--- src/rtl/decm.sv ---
// decm: RV32I decode register stage.
// Decodes fetched words and registers fields for execute.
module decm (
  input  logic        clk,
  input  logic        rst_n,
  input  logic        valid_i,
  output logic        ready_o,
  input  logic [31:0] pc_i,
  input  logic [31:0] inst_i,
  input  logic        jump_taken_i,
  output logic [4:0]  rs1addr_o,
  output logic [4:0]  rs2addr_o,
  output logic        valid_ro,
  input  logic        ready_i,
  output logic [31:0] pc_ro,
  output logic [31:0] inst_ro,
  output logic [4:0]  rd_ro,
  output logic [4:0]  rs1_ro,
  output logic [4:0]  rs2_ro,
  output logic [2:0]  funct3_ro,
  output logic        funct7b5_ro,
  output logic [31:0] imm_ro,
  output logic [3:0]  class_ro,
  output logic        rd_we_ro
);

  localparam logic [6:0] OPC_OP   = 7'b0110011;
  localparam logic [6:0] OPC_IMM  = 7'b0010011;
  localparam logic [6:0] OPC_LD   = 7'b0000011;
  localparam logic [6:0] OPC_ST   = 7'b0100011;
  localparam logic [6:0] OPC_BR   = 7'b1100011;
  localparam logic [6:0] OPC_JAL  = 7'b1101111;
  localparam logic [6:0] OPC_JALR = 7'b1100111;
  localparam logic [6:0] OPC_LUI  = 7'b0110111;
  localparam logic [6:0] OPC_AUI  = 7'b0010111;
  localparam logic [6:0] OPC_MEM  = 7'b0001111;
  localparam logic [6:0] OPC_SYS  = 7'b1110011;

  logic        cke;
  logic [6:0]  opc;
  logic [2:0]  f3;
  logic [6:0]  f7;
  logic [4:0]  rd;
  logic [3:0]  cls;
  logic [31:0] imm;
  logic        we;
  logic [31:0] imm_i;
  logic [31:0] imm_s;
  logic [31:0] imm_b;
  logic [31:0] imm_u;
  logic [31:0] imm_j;

  assign cke       = ~valid_ro | ready_i | jump_taken_i;
  assign ready_o   = cke;
  assign rs1addr_o = inst_i[19:15];
  assign rs2addr_o = inst_i[24:20];

  assign opc = inst_i[6:0];
  assign f3  = inst_i[14:12];
  assign f7  = inst_i[31:25];
  assign rd  = inst_i[11:7];

  assign imm_i = {{20{inst_i[31]}}, inst_i[31:20]};
  assign imm_s = {{20{inst_i[31]}}, inst_i[31:25], inst_i[11:7]};
  assign imm_b = {{20{inst_i[31]}}, inst_i[7], inst_i[30:25],
                  inst_i[11:8], 1'b0};
  assign imm_u = {inst_i[31:12], 12'b0};
  assign imm_j = {{12{inst_i[31]}}, inst_i[19:12], inst_i[20],
                  inst_i[30:21], 1'b0};

  // Classify the opcode, demoting bad funct3/funct7 combos to ILLEGAL
  always_comb begin
    cls = 4'd15;
    unique case (opc)
      OPC_OP: begin
        if (f7 == 7'h00 ||
            (f7 == 7'h20 && (f3 == 3'b000 || f3 == 3'b101)))
          cls = 4'd0;
      end
      OPC_IMM: begin
        if ((f3 != 3'b001 || f7 == 7'h00) &&
            (f3 != 3'b101 || f7 == 7'h00 || f7 == 7'h20))
          cls = 4'd1;
      end
      OPC_LD: begin
        if (f3 != 3'b011 && f3[2:1] != 2'b11)
          cls = 4'd2;
      end
      OPC_ST: begin
        if (!f3[2] && f3 != 3'b011)
          cls = 4'd3;
      end
      OPC_BR: begin
        if (f3[2:1] != 2'b01)
          cls = 4'd4;
      end
      OPC_JAL:  cls = 4'd5;
      OPC_JALR: begin
        if (f3 == 3'b000)
          cls = 4'd6;
      end
      OPC_LUI:  cls = 4'd7;
      OPC_AUI:  cls = 4'd8;
      OPC_MEM:  cls = 4'd9;
      OPC_SYS:  cls = 4'd10;
      default:  cls = 4'd15;
    endcase
  end

  // Pick the immediate format and rd write enable from the class
  always_comb begin
    imm = 32'b0;
    we  = 1'b0;
    unique case (cls)
      4'd0:  we  = 1'b1;
      4'd1:  begin imm = imm_i; we = 1'b1; end
      4'd2:  begin imm = imm_i; we = 1'b1; end
      4'd3:  imm = imm_s;
      4'd4:  imm = imm_b;
      4'd5:  begin imm = imm_j; we = 1'b1; end
      4'd6:  begin imm = imm_i; we = 1'b1; end
      4'd7:  begin imm = imm_u; we = 1'b1; end
      4'd8:  begin imm = imm_u; we = 1'b1; end
      4'd10: imm = imm_i;
      default: begin
        imm = 32'b0;
        we  = 1'b0;
      end
    endcase
    if (rd == 5'd0)
      we = 1'b0;
  end

  // Pipeline register toward execute; a redirect squashes the capture
  always_ff @(posedge clk or negedge rst_n) begin
    if (!rst_n) begin
      valid_ro    <= 1'b0;
      pc_ro       <= 32'b0;
      inst_ro     <= 32'b0;
      rd_ro       <= 5'b0;
      rs1_ro      <= 5'b0;
      rs2_ro      <= 5'b0;
      funct3_ro   <= 3'b0;
      funct7b5_ro <= 1'b0;
      imm_ro      <= 32'b0;
      class_ro    <= 4'b0;
      rd_we_ro    <= 1'b0;
    end else if (cke) begin
      valid_ro    <= valid_i & ~jump_taken_i;
      pc_ro       <= pc_i;
      inst_ro     <= inst_i;
      rd_ro       <= rd;
      rs1_ro      <= inst_i[19:15];
      rs2_ro      <= inst_i[24:20];
      funct3_ro   <= f3;
      funct7b5_ro <= inst_i[30];
      imm_ro      <= imm;
      class_ro    <= cls;
      rd_we_ro    <= we;
    end
  end

endmodule

--- config.mk ---
export PLATFORM = sky130hd
export DESIGN_NAME = decm
export DESIGN_NICKNAME = d
export VERILOG_FILES = /design/src/rtl/decm.sv
export SDC_FILE = /design/constraint.sdc
export NUM_CORES = 1
export LEC_CHECK = 0
export CAP_MARGIN = 25
export CORE_UTILIZATION = 46
export CTS_BUF_LIST = sky130_fd_sc_hd__clkbuf_8
export DETAILED_ROUTE_END_ITERATION = 8
export PLACE_DENSITY = 0.88
export SETUP_SLACK_MARGIN = 0.5
export SYNTH_ARGS = -nofsm -noshare
export SYNTH_HDL_FRONTEND = slang
export SYNTH_SLANG_ARGS = --single-unit
--- constraint.sdc ---
create_clock -name clk -period 2.2 [get_ports clk]
set_input_delay 0.55 -clock clk [delete_from_list [all_inputs] [get_ports clk]]
set_output_delay 0.55 -clock clk [all_outputs]
set_load 0.1 [all_outputs]
[Yosys cells after proc, flatten, opt, wreduce, memory -nomap -nowiden]
Cells that the tools add are included.
Word-level totals
  bits in writable memories: 0
  word-level logic and storage cells: 70
  flip-flop bits (word level): 121
  output and inout port bits: 132
  memories kept: 0
  bits in latches: 0
  input port bits: 69
  ROM bits: 0
Cells by class
  magnitude comparators: 0
  equal/unequal tests: 27
  bitwise logic cells: 5
  $add $sub $neg: 0
  multiply operators: 0
  div/mod/pow operators: 0
  mux-type cells: 10
  reductions and logical operators: 17
  shift-type cells: 0
Operators with widths (count)
  case mux 32 bit (5 select lines): 1
  case mux 4 bit (11 select lines): 1
  == test 7 x 6 -> 1 bit (second input constant): 4
  == test 7 bit (second input constant): 4
  2-to-1 mux 4 bit: 6
  == test 4 x 3 -> 1 bit (second input constant): 4
  == test 7 x 5 -> 1 bit (second input constant): 2
  == test 4 x 2 -> 1 bit (second input constant): 2
  == test 4 bit (second input constant): 2
  == test 7 x 2 -> 1 bit (second input constant): 1
  == test 7 x 4 -> 1 bit (second input constant): 1
  zero test 7 bit: 1
  OR reduction 7 bit: 1
  zero test 5 bit: 1
  logical OR 1 bit: 5
  == test 4 x 1 -> 1 bit (second input constant): 1
  logical AND 1 bit: 4
  zero test 4 bit: 1
  OR reduction 4 bit: 1
  == test 3 bit (second input constant): 1
  zero test 3 bit: 1
  inequality test 3 x 1 -> 1 bit (second input constant): 1
  inequality test 3 x 2 -> 1 bit (second input constant): 1
  inequality test 3 bit (second input constant): 1
  other kinds (8): 11

[Depth between registers and ports, before layout]
Gate-level depths: netlist of run 1.
  depth in word-level cells: 10
  mapped depth: 10

[Worst setup path before layout of run 1]
No wires, ideal clock.
  path type: register to output
  from: reg valid_ro
  to: out ready_o
  path buffers: 2
  arrival time: 2.506 ns
  slack: -0.856 ns
  stages on the path, launching flop included: 5
  data required time: 1.650 ns
  cells stage by stage: dfrtp_1 nor3b_1 inv_1 clkbuf_1 buf_1
Between the ends
  cells in the longest elaborated chain, start to end: 3
RTL lines
  from (decl): line 13  | output logic valid_ro,
  from (signal assigned): line 149  | valid_ro <= valid_i & ~jump_taken_i;
  inverter 1 bit: line 53  | assign cke = ~valid_ro | ready_i | jump_taken_i;
  bitwise OR 1 bit (2 in a row): line 53
  to (decl): line 7  | output logic ready_o,
No other way between the ends.

[Final worst setup path of run 1]
  from: in inst_i[26]
  to: reg rd_we_ro
Between the ends
  cells in the longest elaborated chain, start to end: 10
  elaborated cells between the ends (all ways): 21
  those cells by class: eq/ne: 7; mux: 5; reduce/logical: 9
RTL lines
  from (decl): line 9  | input logic [31:0] inst_i,
  zero test 7 bit: line 76, 81, 82
  logical OR 1 bit (2 in a row): line 82  | (f3 != 3'b101 || f7 == 7'h00 || f7 == 7'h20))
  logical AND 1 bit: line 81  | if ((f3 != 3'b001 || f7 == 7'h00) &&
  2-to-1 mux 4 bit: line 81
  case mux 4 bit (11 select lines) *: line 74  | unique case (opc)
  == test 4 bit (tied with other cells): line 114  | unique case (cls)
  OR reduction 7 bit (no source line) *
  2-to-1 mux 1 bit *: line 114
  2-to-1 mux 1 bit *: line 130  | if (rd == 5'd0)
  to (signal assigned): line 159  | rd_we_ro <= we;
  to (decl): line 24  | output logic rd_we_ro
Mark *: on every way between the ends. The rest lies on a longest branch, timed or not.
A chain may end at the register's enable or synchronous reset.

==> impl_metrics.toml, run 1 <==
[drt]
totalWireLength_um = 17500
ant_nets = 0
wl_met2_um = 9350
met1_length_um = 6670
routedWlPerCell_um = 17.6
top_layer_used = "met4"
wl_met3_um = 895
avgViaCountPerCell = 5.40
dr.first_iter.drc_count = 498
num_vias = 5352
dr.pass1.iters = 5
drc = 0

[place]
place.gp.congestion = 0.900
port_buffers = 200
pre_cts_slack_ns = -0.931
post-dp-hpwl_um = 11900
dp.cells = 942

[finish]
synthToLayoutAreaGrowth_pct = 62.1
layout.nets = 915
final_core_util = 0.770
diodes = 0
layout-drive-gt1-share = 0.445
final_cells = 991

[worst_setup_path]
path_class = "in2reg"
path_common_cell = "buf_4"
crit_path_start_kind = "input pin"
rr_endpoint = "imm_ro[24]"
worstPathCellList = "buf_8 > nor4_4 > buf_4 > a311oi_2 > a211o_2 > buf_6 > nand3b_1 > buf_4 > a21oi_2 > or4_1 > a31oi_1"
cp-startpoint = "inst_i[26]"
path_max_fanout = 3
worstPathRequired_ns = 2.48
cp_slowest_cell = "or4_1"
endpoint = "rd_we_ro"
arrival_ns = 2.67
endpoint_kind = "flop"
max_stage_delay_ns = 0.42
reg2reg_from = "valid_ro"
reg2reg_depth = 7
reg2reg_slack_ns = 0.40

[power]
power_leakage_uw = 0.00407
switching_power_uw = 2300
p_clk_frac = 0.227
sequentialPowerShare = 0.376
power_uw = 5500
p_int_uw = 3200
vdd_drop_max_mv = 0.390
p_comb_frac = 0.397
switching_share = 0.418
p_per_area_nw_per_um2 = 654

[sta]
rsz0062_at_grt = "true"
max_freq_mhz = 419
tightest_slew_ns = 0.374
finalClockSkew_ns = 0.00922
max_slew_margin = 0.748
finalCritPeriodShare = 1.09
finalCriticalPeriod_ns = 2.39
final_hold_viol_count = 0
tns_ns = -2.83
setup_slack_ns = -0.188
slew_viol_final = 0
setup_violations = 31

[logic_synthesis]
synthXorXnorAreaFrac = 0.00506
synth_nets = 646
synth_compound_area_frac = 0.161
synth.area.mux_share = 0
ys_warn_count = 0
synth-edff-count = 0
syn_avg_cell_area_um2 = 9.01
synth-adder-area-share = 0
synth-async-reset-ratio = 1.00
synth.distinct_cells = 65
syn_inst = 577
synth-seq-area-share = 0.491
ys_ff_latch = 102
syn_area_um2 = 5200
ys.flop_type = "dfrtp_1"
yosys.area_share.simple = 0.251
synth_top_family_by_area = "simple AND/OR/NAND/NOR gates"

[clocking]
cts-htree-levels = 3
path_clk_slew_ns = 0.09
clk_latency_ns = 0.37
cts_buffers = 9
holdBufCountCts = 0
cts-root-buf = "clkbuf_8"
ctsLongestPathBuffers = 2
cts_tree = "built"
clkSinkCount = 102

[global_routing]
grt_overflow = 0
track_usage = 0.286
antenna_found_initial = 0
grt_max_degree = 49
grt_pass1_wl_um = 25700
grt_pass1_vias = 5189

[die]
die-area_um2 = 11700
die_width_um = 108
row_count = 38
io_pins = 201
start_util = 0.475
core_area_um2 = 10900
die_h_um = 108

[status]
violations = "negative setup slack"
outcome = "finished, violations left"

[run]
cap_violations = 0

[min_path]
hold_path.class = "in2async"
[layer usage]
metal,vias up,GRT usage
li1,2438,-
met1,2622,0.339
met2,249,0.510
met3,43,0.0350
met4,0,0.145
met5,-,0
[placed cells by master (no fill, tap or decap), types with 3 or more instances in the layout]
cell,instances
dfrtp_1,82
nand2b_1,6
nand3_1,4
nand2_1,204
buf_12,16
dlygate4sd2_1,10
clkdlybuf4s50_1,38
o21ai_1,8
buf_2,3
clkbuf_8,9
buf_4,205
o22ai_2,7
nor2b_1,3
nor3_1,3
a211oi_4,3
inv_1,9
a22oi_1,7
nor3_4,5
o21ai_2,11
o21ai_0,9
buf_6,36
clkdlybuf4s15_1,4
a21oi_1,23
a211oi_2,8
nand3b_1,7
dfrtp_2,19
nor2_1,32
o22ai_4,4
[critical path, delay by kind of cell]
family          cells  cell delay, ns
compound gates      4            0.73
buf+inv             4            0.59
simple gates        3            0.80
[worst min path at each step]
stage,from,endpoint,slack [ns]
2_1_floorplan,rst_n,class_ro[0],0.25
4_1_cts,rst_n,inst_ro[22],0.09
5_1_grt,rst_n,inst_ro[22],0.11
6_report,rst_n,inst_ro[22],0.09
3_3_place_gp,pc_ro[31],pc_ro[31],0.45
3_5_place_dp,pc_ro[26],pc_ro[26],0.46
[synthesized netlist by cell type (4+ instances only)]
| cell | instances | share of area |
|---|---|---|
| a211oi_1 | 8 | 0.012 |
| o21ai_0 | 26 | 0.025 |
| dfrtp_1 | 102 | 0.49 |
| nand3_1 | 4 | 0.0039 |
| inv_1 | 5 | 0.0036 |
| nor3_1 | 7 | 0.0067 |
| buf_6 | 4 | 0.0087 |
| nor2_1 | 35 | 0.025 |
| o22ai_2 | 11 | 0.026 |
| clkbuf_8 | 7 | 0.019 |
| clkbuf_1 | 11 | 0.0079 |
| nand2_1 | 204 | 0.15 |
| a21boi_0 | 4 | 0.0058 |
| a22oi_1 | 7 | 0.010 |
| a31oi_1 | 4 | 0.0048 |
| a21oi_1 | 26 | 0.025 |
| buf_4 | 33 | 0.048 |
| nand3b_1 | 7 | 0.010 |
| nand2b_1 | 6 | 0.0072 |
| buf_1 | 6 | 0.0043 |
[flip-flops by register name (all words and copies together) (netlist names)]
signal,cells
class_ro,4
imm_ro,32
rd_we_ro,1
inst_ro,32
pc_ro,32
valid_ro,1
[cells by family after synthesis]
family,count (synthesis)
AOI/OAI and AO/OA,111
and+or+nand+nor,294
xor gates and xnor gates,3
buffers and inverters,67
DFF,102
[what timing repair did]
action                                  in CTS  in global routing
hold endpoints to repair                     0                  0
setup buffers                               20                 11
pin swaps                                   49                 26
gates cloned                                 2                  0
endpoints found under the setup margin      55                 55
resized for setup                          160                 35
[metrics by stage]
step           hold WS, ns  area (µm²)
2_1_floorplan        0.254        5320
3_3_place_gp         0.451        7530
3_5_place_dp         0.456        7530
4_1_cts             0.0908        8200
5_1_grt              0.108        8420
6_report            0.0920        8420
[power by group through the flow]
| stage | Clock, µW | Sequential, µW | Combinational, µW |
|---|---|---|---|
| after floorplan | 0 | 2950 | 615 |
| after global placement | 0 | 2100 | 2040 |
| after detailed placement | 0 | 2110 | 2060 |
| after CTS | 1250 | 2070 | 2140 |
| after global routing | 1340 | 2080 | 2260 |
| final | 1250 | 2070 | 2180 |
[area by class of cell]
class	count	area, µm²
clock buffer	9	124
sequential	102	2580
multi-input combinational	408	2540
tap	140	175
fill	702	2510
clock inverter	7	78.8
inverter	5	18.8
timing repair buffer	320	2900
Note: power is estimated with default switching activity, not from simulation.
==> run 2, diff against run 1 <==
--- a/config.mk
+++ b/config.mk
@@ -6,6 +6,7 @@
 export NUM_CORES = 1
 export LEC_CHECK = 0
 export CAP_MARGIN = 25
+export CORE_ASPECT_RATIO = 0.7
 export CORE_UTILIZATION = 46
 export CTS_BUF_LIST = sky130_fd_sc_hd__clkbuf_8
 export DETAILED_ROUTE_END_ITERATION = 8
@@ -14,3 +15,4 @@
 export SYNTH_ARGS = -nofsm -noshare
 export SYNTH_HDL_FRONTEND = slang
 export SYNTH_SLANG_ARGS = --single-unit
+export TNS_END_PERCENT = 100
==> impl_metrics.toml, run 2 (synthesized netlist as in run 1, its figures left out) <==
[power]
p_per_area_nw_per_um2 = 643
p_comb_frac = 0.407
vdd_drop_max_mv = 0.352
p_clk_frac = 0.206
switching_share = 0.441
power_leakage_uw = 0.00400
switching_power_uw = 2360
power_uw = 5350
sequentialPowerShare = 0.387
p_int_uw = 2990

[die]
start_util = 0.472
die-area_um2 = 11700
core_area_um2 = 11000
die_h_um = 90.9
die_width_um = 129
row_count = 32
io_pins = 201

[run]
cap_violations = 0

[finish]
final_cell_mix = "buf_4 (205), nand2_1 (200), dfrtp_1 (82), clkdlybuf4s50_1 (38), nor2_1 (31)"
final_core_util = 0.756
layout-drive-gt1-share = 0.449
layout.nets = 902
final_cells = 992
synthToLayoutAreaGrowth_pct = 60.1
top_regs = "imm_ro x32, inst_ro x32, pc_ro x32"
layout.cells.most_common = "buf_4"
fin_area_um2 = 8320

[clocking]
cts-htree-levels = 3
cts_buffers = 9
cts_tree = "built"
ctsLongestPathBuffers = 2
holdBufCountCts = 0
clkSinkCount = 102
cts-root-buf = "clkbuf_8"
path_clk_slew_ns = 0.10
clk_latency_ns = 0.37

[place]
place.gp.congestion = 0.857
post-dp-hpwl_um = 12100
port_buffers = 200
dp.cells = 951
placed_area_um2 = 7540

[drt]
num_vias = 5185
totalWireLength_um = 17400
routedWlPerCell_um = 17.6
avgViaCountPerCell = 5.23
ant_nets = 0
drc = 0
dr.first_iter.drc_count = 404
dr.pass1.iters = 5

[sta]
tightest_slew_ns = 0.484
slew_viol_final = 0
max_freq_mhz = 426
whs_ns = 0.122
finalCritPeriodShare = 1.07
rsz0062_at_grt = "true"
max_slew_margin = 0.678
finalClockSkew_ns = 0.0106
setup_slack_ns = -0.147
finalCriticalPeriod_ns = 2.35
setup_violations = 32
final_hold_viol_count = 0

[global_routing]
grt_overflow = 0
grt_max_degree = 70
track_usage = 0.295
antenna_found_initial = 1
grt_pass1_wl_um = 26600
grt_pass1_vias = 5174

[worst_setup_path]
reg2reg_depth = 8
arrival_ns = 2.59
max_stage_delay_ns = 0.53
endpoint_kind = "flop"
path_class = "in2reg"
critical_path.top_delay_family = "simple AND/OR/NAND/NOR gates"
path_depth = 11
cp_slowest_cell = "or4_4"
worstPathRequired_ns = 2.45
path_max_fanout = 5
crit_path_start_kind = "input pin"
crit_buf_inv = 4
worstPathCellList = "buf_8 > or2_4 > or4_4 > o311ai_4 > nand3b_1 > a211oi_4 > buf_4 > nor3_4 > buf_6 > buf_12 > o21ai_1"

[min_path]
hold_path.class = "in2async"

[status]
violations = "negative setup slack"
outcome = "finished, violations left"
==> run 2: area by class of cell <==
class	instances	area, µm²
antenna	1	2.50
multi-input combinational	408	2580
clock inverter	7	48.8
fill	752	2690
timing repair buffer	307	2780
tap	153	191
sequential	102	2580
clock buffer	9	124
inverter	5	18.8
==> run 2: power groups by stage <==
stage | registers [µW] | logic (µW) | clock network [µW]
2_1_floorplan | 2950 | 615 | 0
3_3_place_gp | 2100 | 2040 | 0
3_5_place_dp | 2110 | 2060 | 0
4_1_cts | 2070 | 2130 | 1110
5_1_grt | 2090 | 2250 | 1200
6_report | 2070 | 2180 | 1100
==> run 2: final timing paths <==
path | slack [ns] | from | to
min reg2reg | 0.48 | pc_ro[17] | pc_ro[17]
min in group clk | 0.48 | pc_ro[17] | pc_ro[17]
max reg2reg | 0.43 | valid_ro | imm_ro[10]
min | 0.12 | rst_n | imm_ro[25]
max in group asynchronous | 1.45 | rst_n | valid_ro
max | -0.15 | inst_i[2] | imm_ro[10]
==> run 2: through the flow <==
stage          setup TNS [ns]  setup WS (ns)
6_report                -2.91         -0.147
5_1_grt                 -4.94         -0.217
4_1_cts                 -1.24        -0.0847
3_5_place_dp           -29.96         -0.920
3_3_place_gp           -27.26         -0.841
2_1_floorplan           -4.75         -0.216
==> run 2: timing repair <==
item,CTS,global route
pin swaps,44,17
hold endpoints to repair,0,0
setup buffers,19,2
gates cloned,1,2
gates resized for setup,135,35
setup endpoints to repair,48,40
==> run 2: layer usage <==
layer / GRT usage / up-vias / part of all wire
li1: - / 2409 / -
met4: 0.0824 / 0 / 0.017
met1: 0.390 / 2513 / 0.42
met2: 0.484 / 232 / 0.49
met5: 0 / - / 0
met3: 0.0693 / 31 / 0.078
==> run 3, diff against run 2 <==
--- a/config.mk
+++ b/config.mk
@@ -7,10 +7,10 @@
 export LEC_CHECK = 0
 export CAP_MARGIN = 25
 export CORE_ASPECT_RATIO = 0.7
-export CORE_UTILIZATION = 46
+export CORE_UTILIZATION = 41
 export CTS_BUF_LIST = sky130_fd_sc_hd__clkbuf_8
 export DETAILED_ROUTE_END_ITERATION = 8
-export PLACE_DENSITY = 0.88
+export PLACE_DENSITY = 0.8
 export SETUP_SLACK_MARGIN = 0.5
 export SYNTH_ARGS = -nofsm -noshare
 export SYNTH_HDL_FRONTEND = slang
==> impl_metrics.toml, run 3 (synthesized netlist as in run 1, its figures left out) <==
[status]
outcome = "finished, violations left"
violations = "negative setup slack"

[place]
port_buffers = 200
post-dp-hpwl_um = 12400
placed_area_um2 = 7530
place.gp.congestion = 0.857

[global_routing]
grt_pass1_wl_um = 27000
antenna_found_initial = 0
grt_overflow = 0
track_usage = 0.272
grt_pass1_vias = 5224
grt_max_degree = 72

[power]
vdd_drop_max_mv = 0.371
power_leakage_uw = 0.00415
p_per_area_nw_per_um2 = 645

[finish]
nFillCells = 896
fin_area_um2 = 8690
synthToLayoutAreaGrowth_pct = 67.2
regArea_um2 = 2580
final_cell_mix = "buf_4 (208), nand2_1 (204), dfrtp_1 (82), clkdlybuf4s50_1 (38), buf_6 (33)"
layout.nets = 925
layout-drive-gt1-share = 0.477
diodes = 0
top_regs = "imm_ro x32, inst_ro x32, pc_ro x32"
layout.cells.most_common = "buf_4"
multiInputGateArea_um2 = 2670

[clocking]
cts-root-buf = "clkbuf_8"
path_clk_slew_ns = 0.11
ctsLongestPathBuffers = 2
cts_tree = "built"
cts_buffers = 9
cts-htree-levels = 3
clkSinkCount = 102
clk_latency_ns = 0.38

[sta]
finalClockSkew_ns = 0.00558
max_freq_mhz = 431
setup_slack_ns = -0.118
slew_viol_final = 0
tightest_slew_ns = 0.376
finalCriticalPeriod_ns = 2.32
setup_violations = 32
tns_ns = -2.82
final_hold_viol_count = 0
max_slew_margin = 0.747
finalCritPeriodShare = 1.05
rsz0062_at_grt = "true"

[worst_setup_path]
path_class = "in2reg"
endpoint_kind = "flop"
max_stage_delay_ns = 0.42
path_common_cell = "buf_6"
worstPathCellList = "buf_6 > buf_6 > buf_4 > or2b_4 > o21ai_0 > a22oi_2 > a211oi_4 > buf_6 > a311o_1 > buf_6 > o21ai_4 > a22oi_1"
path_max_fanout = 6
arrival_ns = 2.59
worstPathRequired_ns = 2.47
crit_path_start_kind = "input pin"
crit_buf_inv = 5
cp_slowest_cell = "a311o_1"
critical_path.top_delay_family = "compound AO/OA/AOI/OAI gates"

[drt]
avgViaCountPerCell = 5.15
totalWireLength_um = 18000
dr.pass1.iters = 5
drc = 0
dr.first_iter.drc_count = 194
routedWlPerCell_um = 17.7
num_vias = 5245
ant_nets = 0

[run]
cap_violations = 0

[die]
die-area_um2 = 13100
row_count = 33
core_area_um2 = 12000
die_h_um = 96.2
die_width_um = 137
start_util = 0.432
io_pins = 201

[min_path]
hold_path.class = "in2reg"
-- run 3: cell count changes in the layout (fill, tap and decap cells not counted), sizes merged --
| cell | before | now |
|---|---|---|
| dlygate4sd3 | 0 | 1 |
| buf | 249 | 271 |
| inv | 10 | 7 |
| dlygate4sd2 | 17 | 14 |
| clkinvlp | 2 | 1 |
| clkinv | 0 | 3 |
| a211oi | 13 | 14 |
| diode | 1 | 0 |
| clkbuf | 11 | 13 |
| bufinv | 0 | 1 |
-- run 3: routing by layer --
layer	track usage	wire [µm]
met1	0.330	7460
met2	0.459	8660
met3	0.0779	1490
met4	0.104	425
met5	0	0
-- run 3: worst paths after layout --
| path | slack [ns] | from | depth (start not counted) | to |
|---|---|---|---|---|
| setup reg to reg | 0.42 | valid_ro | 8 | class_ro[1] |
| hold / removal | 0.42 | inst_i[0] | 3 | inst_ro[0] |
| min in group asynchronous | 0.51 | rst_n | 2 | inst_ro[6] |
| setup / recovery | -0.12 | inst_i[5] | 12 | imm_ro[4] |
| hold reg to reg | 0.48 | pc_ro[6] | 2 | pc_ro[6] |
| max in group asynchronous | 1.17 | rst_n | 3 | inst_ro[12] |
-- run 3: per-stage QoR --
stage	hold WS (ns)	power, µW	std cells	util	setup WS, ns
global route	0.432	5800	1018	0.723	-0.145
detailed placement	0.386	4170	954	0.627	-0.985
CTS	0.480	5570	1006	0.698	-0.102
finish	0.417	5610	1018	0.723	-0.118
floorplan	0.254	3560	577	-	-0.216
global placement	0.378	4150	954	0.627	-0.840
-- run 3: report_power, final --
group	total (µW)	leakage (µW)	internal, µW	switching [µW]
Clock	1300	0.000105	554	744
Combinational	2240	0.00281	620	1620
Sequential	2070	0.00123	1990	77.7
-- run 3: timing repair --
item | CTS | global route
endpoints found under the setup margin | 50 | 38
hold buffers | 1 | 0
setup buffers | 32 | 11
pin swaps | 44 | 39
hold endpoints to repair | 4 | 0
resized for setup | 152 | 63
cloned | 3 | 1
-- run 3: cell type report --
cell class | count | share of cell area
repair buffers | 329 | 0.346
multi-input cells | 409 | 0.308
flip-flops and latches | 102 | 0.297
well taps | 157 | 0.0226
clock buffers | 9 | 0.0143
clock inverters | 7 | 0.0105
inverters | 5 | 0.00230
-- run 3: worst register-to-register path: stages (launching register included) --
cell and delay, ns:
dfrtp_4 0.43, nor3b_4 0.21, clkinv_2 0.11, buf_4 0.14
buf_4 0.13, buf_6 0.20, buf_4 0.21, nor2_1 0.19
a31oi_4 0.05
